**src/rtl/energy_accum_48.sv**
```systemverilog
// Block-integrating energy detector: squares complex samples, sums I^2+Q^2
// over 2^N valid samples and dumps one 48-bit block sum with a valid strobe.
module energy_accum_48 #(
   parameter int DATA_WIDTH   = 16,
   parameter int MAX_LOG2_LEN = 16
) (
   input  logic                         clk,
   input  logic                         sync_reset,
   input  logic [4:0]                   acc_len_i,
   input  logic                         valid_i,
   input  logic signed [DATA_WIDTH-1:0] i_sig_i,
   input  logic signed [DATA_WIDTH-1:0] q_sig_i,
   output logic                         valid_o,
   output logic [47:0]                  signal_o
);

   localparam int PROD_W = 2*DATA_WIDTH - 1;
   localparam int PWR_W  = 2*DATA_WIDTH;
   localparam int CNT_W  = MAX_LOG2_LEN;
   localparam int ACC_W  = 48;

   logic [DATA_WIDTH-1:0] abs_i, abs_q;
   logic [PROD_W-1:0]     ii_d, qq_d, ii_r, qq_r;
   logic [PWR_W-1:0]      p_r;
   logic                  v1, v2;
   logic [4:0]            len_r, len_clamp, len_eff;
   logic [CNT_W-1:0]      cnt, term;
   logic [ACC_W-1:0]      acc, p_ext, sum;

   // Squaring the magnitude keeps the product unsigned; |-32768| still fits
   // in DATA_WIDTH unsigned bits, so the product peaks at exactly 2^30.
   // NOTE: every always_comb output gets a default/full assignment so no latch is inferred.
   always_comb begin
      abs_i = i_sig_i[DATA_WIDTH-1] ? (~i_sig_i + 1'b1) : i_sig_i;
      abs_q = q_sig_i[DATA_WIDTH-1] ? (~q_sig_i + 1'b1) : q_sig_i;
      ii_d  = {{(PROD_W-DATA_WIDTH){1'b0}}, abs_i} * {{(PROD_W-DATA_WIDTH){1'b0}}, abs_i};
      qq_d  = {{(PROD_W-DATA_WIDTH){1'b0}}, abs_q} * {{(PROD_W-DATA_WIDTH){1'b0}}, abs_q};
   end

   // The first sample of a block uses the freshly clamped length, later ones the latched copy.
   always_comb begin
      len_clamp = (acc_len_i > 5'(MAX_LOG2_LEN)) ? 5'(MAX_LOG2_LEN) : acc_len_i;
      len_eff   = (cnt == '0) ? len_clamp : len_r;
      term      = ~({CNT_W{1'b1}} << len_eff);
      p_ext     = {{(ACC_W-PWR_W){1'b0}}, p_r};
      sum       = (cnt == '0) ? p_ext : (acc + p_ext);
   end

   // NOTE: sequential state uses non-blocking assignments so every stage samples pre-edge values.
   always_ff @(posedge clk) begin
      if (sync_reset) begin
         v1       <= 1'b0;
         v2       <= 1'b0;
         ii_r     <= '0;
         qq_r     <= '0;
         p_r      <= '0;
         len_r    <= '0;
         cnt      <= '0;
         acc      <= '0;
         valid_o  <= 1'b0;
         signal_o <= '0;
      end else begin
         v1 <= valid_i;
         if (valid_i) begin
            ii_r <= ii_d;
            qq_r <= qq_d;
         end

         v2  <= v1;
         p_r <= {1'b0, ii_r} + {1'b0, qq_r};

         valid_o <= 1'b0;
         if (v2) begin
            acc <= sum;
            if (cnt == '0)
               len_r <= len_clamp;
            if (cnt == term) begin
               signal_o <= sum;
               valid_o  <= 1'b1;
               cnt      <= '0;
            end else begin
               cnt <= cnt + 1'b1;
            end
         end
      end
   end

endmodule

```
**config.mk**
```make
export PLATFORM = sky130hd
export DESIGN_NAME = energy_accum_48
export DESIGN_NICKNAME = d
export VERILOG_FILES = /design/src/rtl/energy_accum_48.sv
export SDC_FILE = /design/constraint.sdc
export NUM_CORES = 1
export LEC_CHECK = 0
export ABC_AREA = 0
export CAP_MARGIN = 40
export CORE_MARGIN = 2
export CORE_UTILIZATION = 33
export CTS_CLUSTER_SIZE = 12
export DETAILED_ROUTE_END_ITERATION = 10
export SYNTH_ARGS = -nofsm -noshare
export SYNTH_HDL_FRONTEND = slang
export SYNTH_SLANG_ARGS = --single-unit
```
**constraint.sdc**
```tcl
create_clock -name clk -period 35.7 [get_ports clk]
set_clock_uncertainty 0.1 [all_clocks]
set_input_delay 10.71 -clock clk [delete_from_list [all_inputs] [get_ports clk]]
set_output_delay 10.71 -clock clk [all_outputs]
set_load 0.03 [all_outputs]
```
==> results of run 1 <==
-- per-layer routing --
layer | wire [µm] | GRT usage [%]
met1 | 26520 | 19.98
met2 | 29790 | 27.73
met3 | 1720 | 1.251
met4 | 885 | 2.878
met5 | 13 | 0
-- path summary, 6_finish.rpt --
| check | endpoint | slack [ns] | depth (start not counted) |
|---|---|---|---|
| hold / removal | v2$_SDFF_PP0_ | 0.33 | 1 |
| setup reg to reg | signal_o[32]$_SDFFE_PP0P_ | 30.56 | 15 |
| setup / recovery | qq_r[30]$_SDFFE_PP0P_ | 16.29 | 29 |
| hold reg to reg | v2$_SDFF_PP0_ | 0.33 | 1 |
-- cell families (layout without fill, tap and decap cells) --
family                   Yosys count  count (layout)
AO/OA/AOI/OAI                    487             487
buffers and inverters            625             681
multiplexers                      56              56
other                              2              22
AND/OR/NAND/NOR                  833             833
XOR/XNOR                         168             168
adder cells (fa/ha/maj)          581             581
flip-flops                       212             212
-- layout make-up --
type,instances,area share (%)
Clock buffer,34,2.475
Sequential cell,212,15.02
Tap cell,1030,4.561
Timing Repair Buffer,120,4.109
Clock inverter,8,0.3852
Multi-Input combinational cell,2147,66.55
Inverter,519,6.894
-- cells in the final DEF, fill, tap and decap left out, types with 20 or more instances in the layout --
cell type and count:
sky130_fd_sc_hd__buf_4 29, sky130_fd_sc_hd__o21ai_0 88, sky130_fd_sc_hd__clkdlybuf4s50_1 86, sky130_fd_sc_hd__nand2b_1 20, sky130_fd_sc_hd__conb_1 22, sky130_fd_sc_hd__clkbuf_16 25, sky130_fd_sc_hd__mux2i_1 51, sky130_fd_sc_hd__nor3_1 38
sky130_fd_sc_hd__inv_1 509, sky130_fd_sc_hd__nor2_1 328, sky130_fd_sc_hd__fa_1 328, sky130_fd_sc_hd__a21o_1 47, sky130_fd_sc_hd__ha_1 253, sky130_fd_sc_hd__dfxtp_1 211, sky130_fd_sc_hd__nand2_1 276, sky130_fd_sc_hd__a21oi_1 125
sky130_fd_sc_hd__xor2_1 62, sky130_fd_sc_hd__a31oi_1 27, sky130_fd_sc_hd__a211oi_1 57, sky130_fd_sc_hd__xnor2_1 104, sky130_fd_sc_hd__a211oi_2 20, sky130_fd_sc_hd__nand3_1 44
-- sequential cells by signal, indices dropped and copies added, names as in the netlist --
name and count:
signal_o 48, qq_r 30, len_r 5, acc 48
valid_o 1, p_r 32, cnt 16, v1 1
v2 1, ii_r 30
-- critical path, delay by kind of cell --
family,cells,cell delay (ns)
AOI/OAI and AO/OA,7,1.83
xor gates and xnor gates,1,0.59
adders and majority gates,8,3.70
buffers and inverters,7,1.66
and+or+nand+nor,6,1.20
-- through the flow --
stage                     hold WS, ns  util (%)  instances  worst slack (ns)
after floorplan                0.3138         -       2984             17.06
after global placement         0.3334     35.97       4023             16.00
after detailed placement       0.3210     36.08       4028             15.76
after CTS                      0.3345     37.14       4070             16.32
after global routing           0.3516     37.14       4070             15.65
final                          0.3325     37.14       4070             16.29
==> results.toml, run 1 <==
[status]
run_status = "finished clean"

[setup_path]
cp_slowest_stage_delay_ns = 0.77
worstReg2RegStart = "cnt[0]$_SDFFE_PP0P_"
cp_slowest_cell = "sky130_fd_sc_hd__o41ai_1"
worstSetupEndpointType = "flip-flop"
worst_ep_arrival_time_ns = 19.73
worst-path-max-fanout = 16
timing.setup.critical_path_class = "primary input to flip-flop"
critPathLaunchType = "primary input"
dominant_cell_type_by_count_on_the_critical_path = "sky130_fd_sc_hd__fa_1"
critical_path_data_required_time_ns = 36.02
crit_path_start = "q_sig_i[0]"

[clock_network]
post_cts_buffers = 0
cts_tree = "done"
cts-buffers-inserted = 25
clk_latency_ns = 0.54
clock_path_buffers = 3
cts-htree-levels = 1
cts_hold_buf = 0
clk_pin_slew_ns = 0.06
cts_repair_resize_count = 0
root_buffer = "sky130_fd_sc_hd__clkbuf_16"
cts_num_sinks = 212

[synthesis]
synth-xor-area-share_pct = 5.794
ys.flop_type = "sky130_fd_sc_hd__dfxtp_1"
syn_warnings = 0
synth_top_cells_by_area = "sky130_fd_sc_hd__fa_1 (26%), sky130_fd_sc_hd__dfxtp_1 (17%), sky130_fd_sc_hd__ha_1 (12%)"
synth_enable_flop_cells = 0
synth.area.mux_share_pct = 2.296
netlist.area_leader.share_pct = 25.86
yosys.cell_count.top_type = "sky130_fd_sc_hd__inv_1"
simple_gate_portion_of_the_synthesized_area_pct = 14.50
top_post_synthesis_cells_by_count = "sky130_fd_sc_hd__inv_1 (509), sky130_fd_sc_hd__fa_1 (328), sky130_fd_sc_hd__nor2_1 (328)"
async_flop_share_pct = 0
synthDominantAreaCellType = "sky130_fd_sc_hd__fa_1"
gate_count_post_synth = 2964
synth_top_family_by_area = "adder cells"
synth_compound_area_share_pct = 12.75
yosys.area_share.adder_pct = 38.32
synth_seq_cells = 212
synth_seq_area_share_pct = 16.71
synth_cell_type_count = 83
synth_area_um2 = 25390
synthesis.area_per_instance_um2 = 8.568

[drt]
routed_wirelength_mm = 58.93
drc = 0
wl_per_cell_um = 14.48
drt_iter0_drc = 823
final_antenna_net_count = 0
vias_per_cell = 4.795
vias_post_dr = 19520
detailedRoute.firstPassIterationCount = 5

[placement]
detailed_place.area_um2 = 27450
finalWeightedCongestion = 0.8602
number_of_port_buffers = 88
detailed_place_hpwl_mm = 47.94

[grt]
grt_first_pass_wirelength_mm = 99.89
maximum_number_of_pins_on_one_net_before_global_route_repair = 82
grt_pass1_vias = 19790
initial_antenna_violation_count = 1
globalRouteTotalUtil_pct = 15.31
grt.overflow.total = 0

[floorplan]
initial_utilization_pct = 33.38
floorplan.die_area_um2 = 79190
die_height_um = 281.4
coreArea_um2 = 76080
io_pins = 89
placement_rows = 101
die_w_um = 281.4

[layout]
regArea_um2 = 4245
number_of_fillers_in_the_final_layout = 7892
fraction_of_layout_cells_with_a_size_suffix_above_1_pct = 4.178
finalNetCount = 3646
area_delta_synth_final_pct = 11.27
n_antenna_cell = 0
multiInputGateArea_um2 = 18810
stdcell_area_um2 = 28260

[sta]
timing_worst_slew_pin_value_ns = 0.8699
grt_setup_unrepaired = "false"
final.setup.tns_ns = 0
max_freq_mhz = 51.53
slew_viol_final = 0
final_hold_vio_count = 0
final_period_minus_worst_setup_slack_ns = 19.41
finalSetupViolations = 0
final_min_period_over_clock_period_pct = 54.36
relSlewSlack_pct = 41.25

[hold_path]
hold_start = "v1$_SDFF_PP0_"
min-delay-path-class = "flip-flop to flip-flop"

[flow_run]
cap_violations = 0
Power of run 1 is left out: the tool's default activity adds up to more than one toggle a clock period on the data nets, which glitch-free logic cannot reach.
==> run 2, diff against run 1 <==
==> constraint.sdc (replaced) <==
create_clock -name clk -period 19.3 [get_ports clk]
set_clock_uncertainty 0.1 [all_clocks]
set_input_delay 5.79 -clock clk [delete_from_list [all_inputs] [get_ports clk]]
set_output_delay 5.79 -clock clk [all_outputs]
set_load 0.03 [all_outputs]
==> results.toml, run 2 (synthesis gave the netlist of run 1 again) <==
[status]
run_status = "finished clean"

[clock_network]
clk_latency_ns = 0.56
clock_path_buffers = 3
root_buffer = "sky130_fd_sc_hd__clkbuf_16"
post_cts_buffers = 0
cts-buffers-inserted = 25
cts_tree = "done"
cts_hold_buf = 0
cts_repair_resize_count = 0
cts_num_sinks = 212
cts-htree-levels = 1
clk_pin_slew_ns = 0.06

[grt]
grt_first_pass_wirelength_mm = 99.26
globalRouteTotalUtil_pct = 15.22
maximum_number_of_pins_on_one_net_before_global_route_repair = 82
initial_antenna_violation_count = 1
grt_pass1_vias = 19820
grt.overflow.total = 0

[layout]
fraction_of_layout_cells_with_a_size_suffix_above_1_pct = 4.179
area_delta_synth_final_pct = 11.11
most-common-layout-cells = "sky130_fd_sc_hd__inv_1 (509), sky130_fd_sc_hd__nor2_1 (328), sky130_fd_sc_hd__fa_1 (328), sky130_fd_sc_hd__nand2_1 (276), sky130_fd_sc_hd__ha_1 (253)"
post-route-util_pct = 37.09
finalNetCount = 3646
layout.cells.non_filler = 4070
number_of_fillers_in_the_final_layout = 7843
largest_registers = "acc x48, signal_o x48, p_r x32"
mostFrequentLayoutCell = "sky130_fd_sc_hd__inv_1"

[sta]
timing_worst_slew_pin_value_ns = 0.9368
finalSetupViolations = 0
grt_setup_unrepaired = "false"
slew_viol_final = 0
layout_setup_ws_ns = 4.815
final_hold_vio_count = 0
final_min_period_over_clock_period_pct = 75.05
final_period_minus_worst_setup_slack_ns = 14.48
relSlewSlack_pct = 37.33
final.setup.tns_ns = 0
max_freq_mhz = 69.04

[placement]
finalWeightedCongestion = 0.8602
place_ws_ns = 4.249
place_inst = 4028
detailed_place_hpwl_mm = 47.95
number_of_port_buffers = 88

[setup_path]
regToRegEndpoint = "signal_o[32]$_SDFFE_PP0P_"
timing.setup.critical_path_class = "primary input to flip-flop"
worstSetupEndpointType = "flip-flop"
worst-r2r-cell-count = 15
worstReg2RegStart = "cnt[0]$_SDFFE_PP0P_"
r2r_slack_ns = 14.15
worst-path-max-fanout = 16
crit_path_start = "i_sig_i[0]"
critPathLaunchType = "primary input"
cp_slowest_cell = "sky130_fd_sc_hd__clkdlybuf4s50_1"
critical_path_data_required_time_ns = 19.62
worst_ep_arrival_time_ns = 14.80
cp_slowest_stage_delay_ns = 0.59

[floorplan]
io_pins = 89
placement_rows = 101
initial_utilization_pct = 33.38
coreArea_um2 = 76080
die_w_um = 281.4
floorplan.die_area_um2 = 79190
die_height_um = 281.4

[drt]
final_antenna_net_count = 0
vias_post_dr = 19560
vias_per_cell = 4.805
wl_per_cell_um = 14.52
drc = 0
routed_wirelength_mm = 59.08
drt_iter0_drc = 971
detailedRoute.firstPassIterationCount = 5

[hold_path]
hold_start = "v1$_SDFF_PP0_"
whs_path_depth = 1
min-delay-path-class = "flip-flop to flip-flop"
worstHoldEndpoint = "v2$_SDFF_PP0_"

[flow_run]
cap_violations = 0
==> run 2: cell count changes in the layout (fill, tap and decap cells not counted), sizes merged <==
cell,delta
bufinv,-1
clkbuf,-4
clkinv,+3
clkinvlp,+1
diode,+1
==> run 2: final cells by class <==
class,count,area (µm²),area share (%)
diodes,1,2.502,0.008869
well taps,1030,1289,4.567
repair buffers,120,1161,4.115
clock inverters,11,110.1,0.3902
flip-flops and latches,212,4245,15.05
clock buffers,30,654.4,2.319
multi-input cells,2147,18810,66.65
inverters,519,1948,6.904
==> run 2: per-layer routing <==
metal / vias up / track usage [%] / wire, µm
met5: - / 0 / 12
met4: 2 / 2.864 / 933
met3: 68 / 1.127 / 1842
met2: 312 / 27.87 / 29860
met1: 9478 / 19.68 / 26440
li1: 9695 / - / -
==> run 2: how the worst max path moves through the flow <==
stage	slack [ns]	end
2_1_floorplan	5.58	ii_r[30]$_SDFFE_PP0P_
3_3_place_gp	4.52	ii_r[30]$_SDFFE_PP0P_
3_5_place_dp	4.25	ii_r[30]$_SDFFE_PP0P_
4_1_cts	4.83	ii_r[30]$_SDFFE_PP0P_
5_1_grt	4.20	ii_r[30]$_SDFFE_PP0P_
6_report	4.82	ii_r[30]$_SDFFE_PP0P_
==> run 2: metrics by stage <==
step	area, µm²	hold WS [ns]
floorplan	25470	0.3138
global placement	27370	0.3334
detailed placement	27450	0.3314
CTS	28210	0.3442
global route	28210	0.3609
finish	28220	0.3451
==> run 2: critical path, delay by kind of cell <==
family          cells  cell delay [ns]
fa+ha+maj           8             3.61
buf+inv             8             1.86
compound gates      6             1.47
simple gates        7             1.41
xor+xnor            2             0.63
Power of run 2 is left out for the same reason.
==> run 3, diff against run 2 <==
==> constraint.sdc (replaced) <==
create_clock -name clk -period 12.9 [get_ports clk]
set_clock_uncertainty 0.1 [all_clocks]
set_input_delay 3.87 -clock clk [delete_from_list [all_inputs] [get_ports clk]]
set_output_delay 3.87 -clock clk [all_outputs]
set_load 0.03 [all_outputs]
==> results.toml, run 3 (synthesis gave the netlist of run 1 again) <==
[layout]
mostFrequentLayoutCell = "sky130_fd_sc_hd__inv_1"
stdcell_area_um2 = 28340
most-common-layout-cells = "sky130_fd_sc_hd__inv_1 (509), sky130_fd_sc_hd__nor2_1 (328), sky130_fd_sc_hd__fa_1 (328), sky130_fd_sc_hd__nand2_1 (276), sky130_fd_sc_hd__ha_1 (253)"
n_antenna_cell = 0
number_of_fillers_in_the_final_layout = 7874
finalNetCount = 3665
largest_registers = "acc x48, signal_o x48, p_r x32"
fraction_of_layout_cells_with_a_size_suffix_above_1_pct = 4.770
area_delta_synth_final_pct = 11.61

[placement]
detailed_place_hpwl_mm = 47.92
place_ws_ns = 0.1601
detailed_place.area_um2 = 27540
finalWeightedCongestion = 0.8616
number_of_port_buffers = 88

[drt]
vias_per_cell = 4.791
drc = 0
wl_per_cell_um = 14.35
drt_iter0_drc = 859
final_antenna_net_count = 0
routed_wirelength_mm = 58.69
detailedRoute.firstPassIterationCount = 6
vias_post_dr = 19600

[floorplan]
placement_rows = 101
floorplan.die_area_um2 = 79190
initial_utilization_pct = 33.38
die_w_um = 281.4
coreArea_um2 = 76080
io_pins = 89
die_height_um = 281.4

[setup_path]
critical_path_data_required_time_ns = 13.19
crit_path_start = "i_sig_i[6]"
cp_slowest_cell = "sky130_fd_sc_hd__or4b_2"
critPathLaunchType = "primary input"
worst_ep_arrival_time_ns = 12.48
dominant_cell_type_by_count_on_the_critical_path = "sky130_fd_sc_hd__fa_1"
worst-path-max-fanout = 4
worstSetupEndpointType = "flip-flop"
timing.setup.critical_path_class = "primary input to flip-flop"
worstReg2RegStart = "cnt[0]$_SDFFE_PP0P_"
cp_slowest_stage_delay_ns = 0.67

[hold_path]
hold_start = "signal_o[39]$_SDFFE_PP0P_"
min-delay-path-class = "flip-flop to flip-flop"

[grt]
grt_pass1_vias = 19970
grt_first_pass_wirelength_mm = 99.37
globalRouteTotalUtil_pct = 15.25
maximum_number_of_pins_on_one_net_before_global_route_repair = 84
grt.overflow.total = 0
initial_antenna_violation_count = 2

[clock_network]
cts-buffers-inserted = 24
clk_latency_ns = 0.54
cts_hold_buf = 0
cts_repair_resize_count = 0
cts-htree-levels = 1
root_buffer = "sky130_fd_sc_hd__clkbuf_16"
cts_num_sinks = 212
clock_path_buffers = 3
cts_tree = "done"
clk_pin_slew_ns = 0.05
post_cts_buffers = 0

[sta]
final.setup.tns_ns = 0
layout_setup_ws_ns = 0.7075
fin_worst_hold_slack_ns = 0.3466
timing_worst_slew_pin_value_ns = 0.8930
final_min_period_over_clock_period_pct = 94.52
finalSetupViolations = 0
slew_viol_final = 0
max_freq_mhz = 82.02
grt_setup_unrepaired = "false"
final_hold_vio_count = 0
relSlewSlack_pct = 40.47
final_period_minus_worst_setup_slack_ns = 12.19

[status]
run_status = "finished clean"

[flow_run]
cap_violations = 0
[run 3: changes by cell type in the layout (fill, tap and decap cells not counted), sizes merged]
cell      previous run  this run
buf                 34        54
bufinv               1         2
clkbuf              30        35
clkinv              13        15
clkinvlp             3         0
diode                1         0
inv                513       510
[run 3: worst paths after layout]
check,end,slack [ns],cells past startpoint
worst max register to register,signal_o[32]$_SDFFE_PP0P_,7.60,14
worst max-delay path,ii_r[30]$_SDFFE_PP0P_,0.71,29
worst min-delay path,signal_o[39]$_SDFFE_PP0P_,0.35,2
worst min register to register,signal_o[39]$_SDFFE_PP0P_,0.35,2
[run 3: routing by layer]
metal  global-route usage, %  wire, µm  vias up
met4                   3.096      1032        4
li1                        -         -     9752
met2                   27.48     29230      263
met1                   19.86     26590     9512
met5                       0        21        -
met3                   1.367      1809       71
[run 3: through the flow]
stage | cells | utilization [%]
after floorplan | 2984 | -
after global placement | 4047 | 36.19
after detailed placement | 4048 | 36.20
after CTS | 4091 | 37.26
after global routing | 4091 | 37.26
final | 4091 | 37.26
[run 3: final cells by class]
cell class | count | area, µm² | share of cell area (%)
Sequential cell | 212 | 4245 | 14.98
Clock inverter | 8 | 101.3 | 0.3576
Timing Repair Buffer | 140 | 1267 | 4.472
Multi-Input combinational cell | 2147 | 18790 | 66.30
Tap cell | 1030 | 1289 | 4.547
Inverter | 519 | 1948 | 6.873
Clock buffer | 35 | 701.9 | 2.476
[run 3: critical path, delay by kind of cell]
| family | cells | cell delay [ns] |
|---|---|---|
| AOI/OAI and AO/OA | 7 | 1.69 |
| xor gates and xnor gates | 1 | 0.15 |
| adders and majority gates | 7 | 3.23 |
| buffers and inverters | 5 | 0.69 |
| and+or+nand+nor | 9 | 2.84 |
Power of run 3 is left out for the same reason.
==> RTL edit 1: new RTL, config.mk and constraints of run 2 <==
The parameter `MAX_LOG2_LEN` goes from 16 to 15.
--- a/src/rtl/energy_accum_48.sv
+++ b/src/rtl/energy_accum_48.sv
@@ -3,5 +3,5 @@
 module energy_accum_48 #(
    parameter int DATA_WIDTH   = 16,
-   parameter int MAX_LOG2_LEN = 16
+   parameter int MAX_LOG2_LEN = 15
 ) (
    input  logic                         clk,
Function: not settled (the Yosys comparison gave no result); the edit may change what the design does.
==> RTL edit 1 against run 2 <==
Maximum frequency increased by 2.1%. Sequential cell count decreased by 1. Design area increased by 1.4%. Die area increased by 0.97%. Synthesized area increased by 0.98%. Global-route usage increased by 0.57 points. Non-clock buffer count increased by 3. Utilization about the same. Wire length increased by 4.0%. Synthesized cell count increased by 0.40%. Hold slack got worse by 0.0065 ns. Worst setup slack improved by 0.29 ns. Critical endpoint is now qq_r[29]$_SDFFE_PP0P_. Highest routed layer unchanged.
Power is left out: the tool's default activity adds up to more than one toggle a clock period on the data nets, which glitch-free logic cannot reach.
==> RTL edit 1: results (changes against run 2) <==
| Metric | Value |
|---|---|
| Met3 WL | `2.32 mm (+26%)` |
| Metal-1 WL | `27.8 mm (+5.3%)` |
| Sequential share of the synthesized area | `0.165 (-0.00240)` |
| Post-synthesis mux area share | `0.0285 (+0.00558)` |
| Worst r2r path cells | `13 (-2)` |
| Footprint of the multi-input gates | `19,200 µm² (+1.9%)` |
| Post-synthesis compound-gate area fraction | `0.124 (-0.00348)` |
| Grt met2 use | `0.274 (-0.00476)` |
| Post-synthesis xor/xnor area fraction | `0.0570 (-0.000904)` |
| 1st-iter DRT viols | `919 (-5.4%)` |
| DP Worst Slack | `4.62 ns (+0.367 ns)` |
| DP HPWL | `50.1 mm (+4.4%)` |
| Final WL | `61.5 mm (+4.0%)` |
| Final design utilization | `0.370 (-0.000482)` |
| Worst-Margin Slew | `0.916 ns (-0.0208 ns)` |
| Worst path slowest cell | `xor2_1` |
| Sequential cell area share | `0.148 (-0.00272)` |
| FF+latch count | `211 (-0.47%)` |
| Routed length per instance | `15.0 µm (+3.2%)` |
| Status | `completed` |
| CP Max Fanout | `9 (-7)` |
| Top cells by count, synth | `inv_1 (502), fa_1 (329), nor2_1 (319)` |
| Clock network area share | `0.0288 (+0.00169)` |
| Setup Fix Bufs, Post-CTS | `0 (unchanged)` |
| Post-DP Area | `27,800 µm² (+1.2%)` |
| Met1 usage | `0.210 (+0.0133)` |
| # nets final | `3,670 (+0.66%)` |
| Reg-to-reg slack, setup | `15.01 ns (+0.86 ns)` |
| Crit path to | `qq_r[29]$_SDFFE_PP0P_` |
| Final-layout non-clock buffer area share | `0.0401 (-0.00108)` |
| CP Launch Point | `q_sig_i[0]` |
| Later-pin clock latency in the skew report | `0.54 ns (-0.02 ns)` |
| DP Cell Count | `4,057 (+0.72%)` |
| Post-synthesis cell type count | `83 (unchanged)` |
| Vias per cell | `4.86 (+1.1%)` |
| Inverters | `518 (-0.19%)` |
| CLK BUF | `36 (+20%)` |
| Ratio of cells with drive above 1 in the final layout | `0.0333 (-0.00848)` |
| Nonclk buf count | `123 (+2.5%)` |
| Cells after Synth | `2,976 (+0.40%)` |
| Global Route met3 Usage | `0.0155 (+0.00421)` |
| FILL cells | `7,880 (+0.47%)` |
| Largest net degree at the start of global routing | `78 (-4.9%)` |
| Ant diodes | `0 (-1)` |
| Total track usage | `0.158 (+0.00570)` |
| CP max stage delay | `0.72 ns (+0.13 ns)` |
| Placeable Area | `77,200 µm² (+1.5%)` |
| Met2 WL post-DR | `29.8 mm (-0.14%)` |
| Reg2Reg Capture Point | `signal_o[43]$_SDFFE_PP0P_` |
| Placer congestion estimate | `0.855 (-0.65%)` |
| Multi-input gates | `2,165 (+0.84%)` |
| CTS Buf Count | `26 (+4.0%)` |
| Fin crit period | `14.19 ns (-0.294 ns)` |
| Synth top area cells | `fa_1 (26%), dfxtp_1 (16%), ha_1 (12%)` |
## RTL edit 1: cell count changes in the layout (fill, tap and decap cells not counted), sizes merged, moves of 12 or more
cell           run 2  this run
a211oi            77        61
mux2i             54        72
nand2            276       240
nor2             339       319
nor2b             16        28
o21ai            100        65
o21bai            18         6
o32ai              2        15
## RTL edit 1: worst min-delay path by stage
stage | from | to | slack (ns) | depth (start not counted)
after floorplan | v1$_SDFF_PP0_ | v2$_SDFF_PP0_ | 0.31 | 1
after detailed placement | v1$_SDFF_PP0_ | v2$_SDFF_PP0_ | 0.33 | 1
after CTS | v1$_SDFF_PP0_ | v2$_SDFF_PP0_ | 0.34 | 1
final | v1$_SDFF_PP0_ | v2$_SDFF_PP0_ | 0.34 | 1
after global placement | v1$_SDFF_PP0_ | v2$_SDFF_PP0_ | 0.32 | 1
after global routing | v1$_SDFF_PP0_ | v2$_SDFF_PP0_ | 0.36 | 1
==> RTL edit 2: new RTL, config.mk and constraints of run 2 <==
Made on the original files. Register the output `valid_o` once more, with the module's reset; this adds one clock of latency there. The other outputs are not delayed to match.
--- a/src/rtl/energy_accum_48.sv
+++ b/src/rtl/energy_accum_48.sv
@@ -19,4 +19,6 @@
    localparam int CNT_W  = MAX_LOG2_LEN;
    localparam int ACC_W  = 48;
+
+   logic valid_s0;
 
    logic [DATA_WIDTH-1:0] abs_i, abs_q;
@@ -58,5 +60,5 @@
          cnt      <= '0;
          acc      <= '0;
-         valid_o  <= 1'b0;
+         valid_s0 <= 1'b0;
          signal_o <= '0;
       end else begin
@@ -70,5 +72,5 @@
          p_r <= {1'b0, ii_r} + {1'b0, qq_r};
 
-         valid_o <= 1'b0;
+         valid_s0 <= 1'b0;
          if (v2) begin
             acc <= sum;
@@ -77,5 +79,5 @@
             if (cnt == term) begin
                signal_o <= sum;
-               valid_o  <= 1'b1;
+               valid_s0 <= 1'b1;
                cnt      <= '0;
             end else begin
@@ -86,4 +88,12 @@
    end
 
+   always_ff @(posedge clk) begin
+      if (sync_reset) begin
+         valid_o <= '0;
+      end else begin
+         valid_o <= valid_s0;
+      end
+   end
+
 endmodule
 
Formal check against the unedited RTL: not equivalent (Yosys sat finds a counterexample within 4 cycles, from zero or initial values and one cycle with sync_reset high).
==> RTL edit 2 against run 2 <==
Synthesized area grew 2.7%. Cell count grew 2.0%. Sequential cell count grew 1. Count of clock-buffer cells in the layout grew 3. Hold slack lost 0.0088 ns. Design area grew 2.8%. Sequential share of layout area shrank 0.34 points. Worst setup slack lost 0.38 ns. Wire length grew 8.6%. Critical path type unchanged. Critical endpoint is now qq_r[30]$_SDFFE_PP0P_.
Power is not shown: default switching activity piles up to over one toggle a cycle in this logic, so the estimate is an artifact.
==> RTL edit 2: results (changes against run 2) <==
| Metric | Value |
|---|---|
| Met2 WL post-DR | `31.7 mm (+6.0%)` |
| PostCTS Resize Cnt | `0 (unchanged)` |
| Later-pin clock latency in the skew report | `~0.55 ns` |
| Hold Path Sink | `valid_o$_SDFF_PP0_` |
| Global Route met3 Usage | `0.0110 (-0.000229)` |
| Met1 usage | `0.207 (+0.0106)` |
| Synthesis Warnings | `0 (unchanged)` |
| DP Cell Count | `4,110 (+2.0%)` |
| Vias in the first global route | `20,800 (+5.0%)` |
| Final hold slack | `0.336 ns (-0.00883 ns)` |
| Crit path to | `qq_r[30]$_SDFFE_PP0P_` |
| Routed length per instance | `15.5 µm (+6.4%)` |
| Worst r2r path cells | `12 (-3)` |
| Uppermost routed layer | `met4` |
| Clk buf depth | `3 (unchanged)` |
| First-pass GRT wire length | `107 mm (+7.3%)` |
| Relative slew slack | `0.414 (+0.0411)` |
| Synth top area cells | `fa_1 (25%), dfxtp_1 (16%), ha_1 (12%)` |
| CP Max Fanout | `16 (unchanged)` |
| Met3 WL | `1.91 mm (+3.5%)` |
| Ratio of cells with drive above 1 in the final layout | `0.0345 (-0.00731)` |
| 1st-iter DRT viols | `1,045 (+7.6%)` |
| CTS clk-pin slew, worst paths | `0.06 ns (about the same)` |
| CP Launch Point | `q_sig_i[0]` |
| Primary FF master, synth | `dfxtp_1` |
| Drt first pass iters | `5 (unchanged)` |
| Status | `completed` |
| WP data arrival | `15.25 ns (+0.45 ns)` |
| Post-synthesis cell type count | `82 (-1.2%)` |
| Metal-1 WL | `29.1 mm (+10%)` |
| Reg-to-reg slack, setup | `14.91 ns (+0.76 ns)` |
| R2r startpoint | `cnt[0]$_SDFFE_PP0P_` |
| Via Count | `20,500 (+4.6%)` |
| CTS Buf Count | `25 (unchanged)` |
| FILL cells | `8,084 (+3.1%)` |
| Top cells by count, synth | `inv_1 (511), fa_1 (328), nor2_1 (294)` |
| DP Worst Slack | `3.98 ns (-0.270 ns)` |
| Post-DP Area | `28,100 µm² (+2.4%)` |
| Worst path slowest cell | `clkdlybuf4s50_1` |
| Class of the worst hold path | `reg2reg` |
| Largest net degree at the start of global routing | `92 (+12%)` |
| H-tree Lvls | `1 (unchanged)` |
| Reg2Reg Capture Point | `signal_o[36]$_SDFFE_PP0P_` |
| Biggest regs | `acc: 48 flops, signal_o: 48 flops, p_r: 32 flops` |
| Setup Fix Bufs, Post-CTS | `0 (unchanged)` |
| Cells after Synth | `3,036 (+2.4%)` |
| Sequential share of the synthesized area | `0.164 (-0.00355)` |
| Clock root buffer | `clkbuf_16` |
| Vias per cell | `4.93 (+2.6%)` |
| Fmax | `67.3 MHz (-2.5%)` |
| # nets final | `3,708 (+1.7%)` |
| Placer congestion estimate | `0.876 (+1.9%)` |
| Grt met2 use | `0.284 (+0.00540)` |
| Initial antenna violation count | `0 (-1)` |
| Total track usage | `0.159 (+0.00638)` |
| Ant diodes | `0 (-1)` |
| Worst hold stages | `1 (unchanged)` |
| Hold Crit Start | `valid_s0$_SDFF_PP0_` |
| DP HPWL | `51.5 mm (+7.4%)` |
| CP max stage delay | `0.69 ns (+0.10 ns)` |
[RTL edit 2: cell count changes in the layout (fill, tap and decap cells not counted), moves of 16 or more]
cell	change
a211oi_2	-20
nand2_1	-19
or3_1	+17
o21a_1	+16
nor2_1	-35
[RTL edit 2: kinds of logic (layout without fill, tap and decap cells)]
kind of cell	Yosys count	after routing	synth area share
AOI/OAI and AO/OA	551	551	0.144
xor gates and xnor gates	155	155	0.0521
adders and majority gates	581	581	0.373
buffers and inverters	633	680	0.0929
DFF	213	213	0.164
muxes	66	66	0.0255
other	2	22	0.000288
and+or+nand+nor	835	835	0.148
[RTL edit 2: layout make-up]
cell class | count | area, µm² | area share
timing repair buffer | 116 | 1110 | 0.0384
multi-input combinational | 2210 | 19500 | 0.671
clock inverter | 10 | 198 | 0.00681
clock buffer | 33 | 696 | 0.0240
tap | 1050 | 1310 | 0.0453
inverter | 521 | 1960 | 0.0674
sequential | 213 | 4270 | 0.147
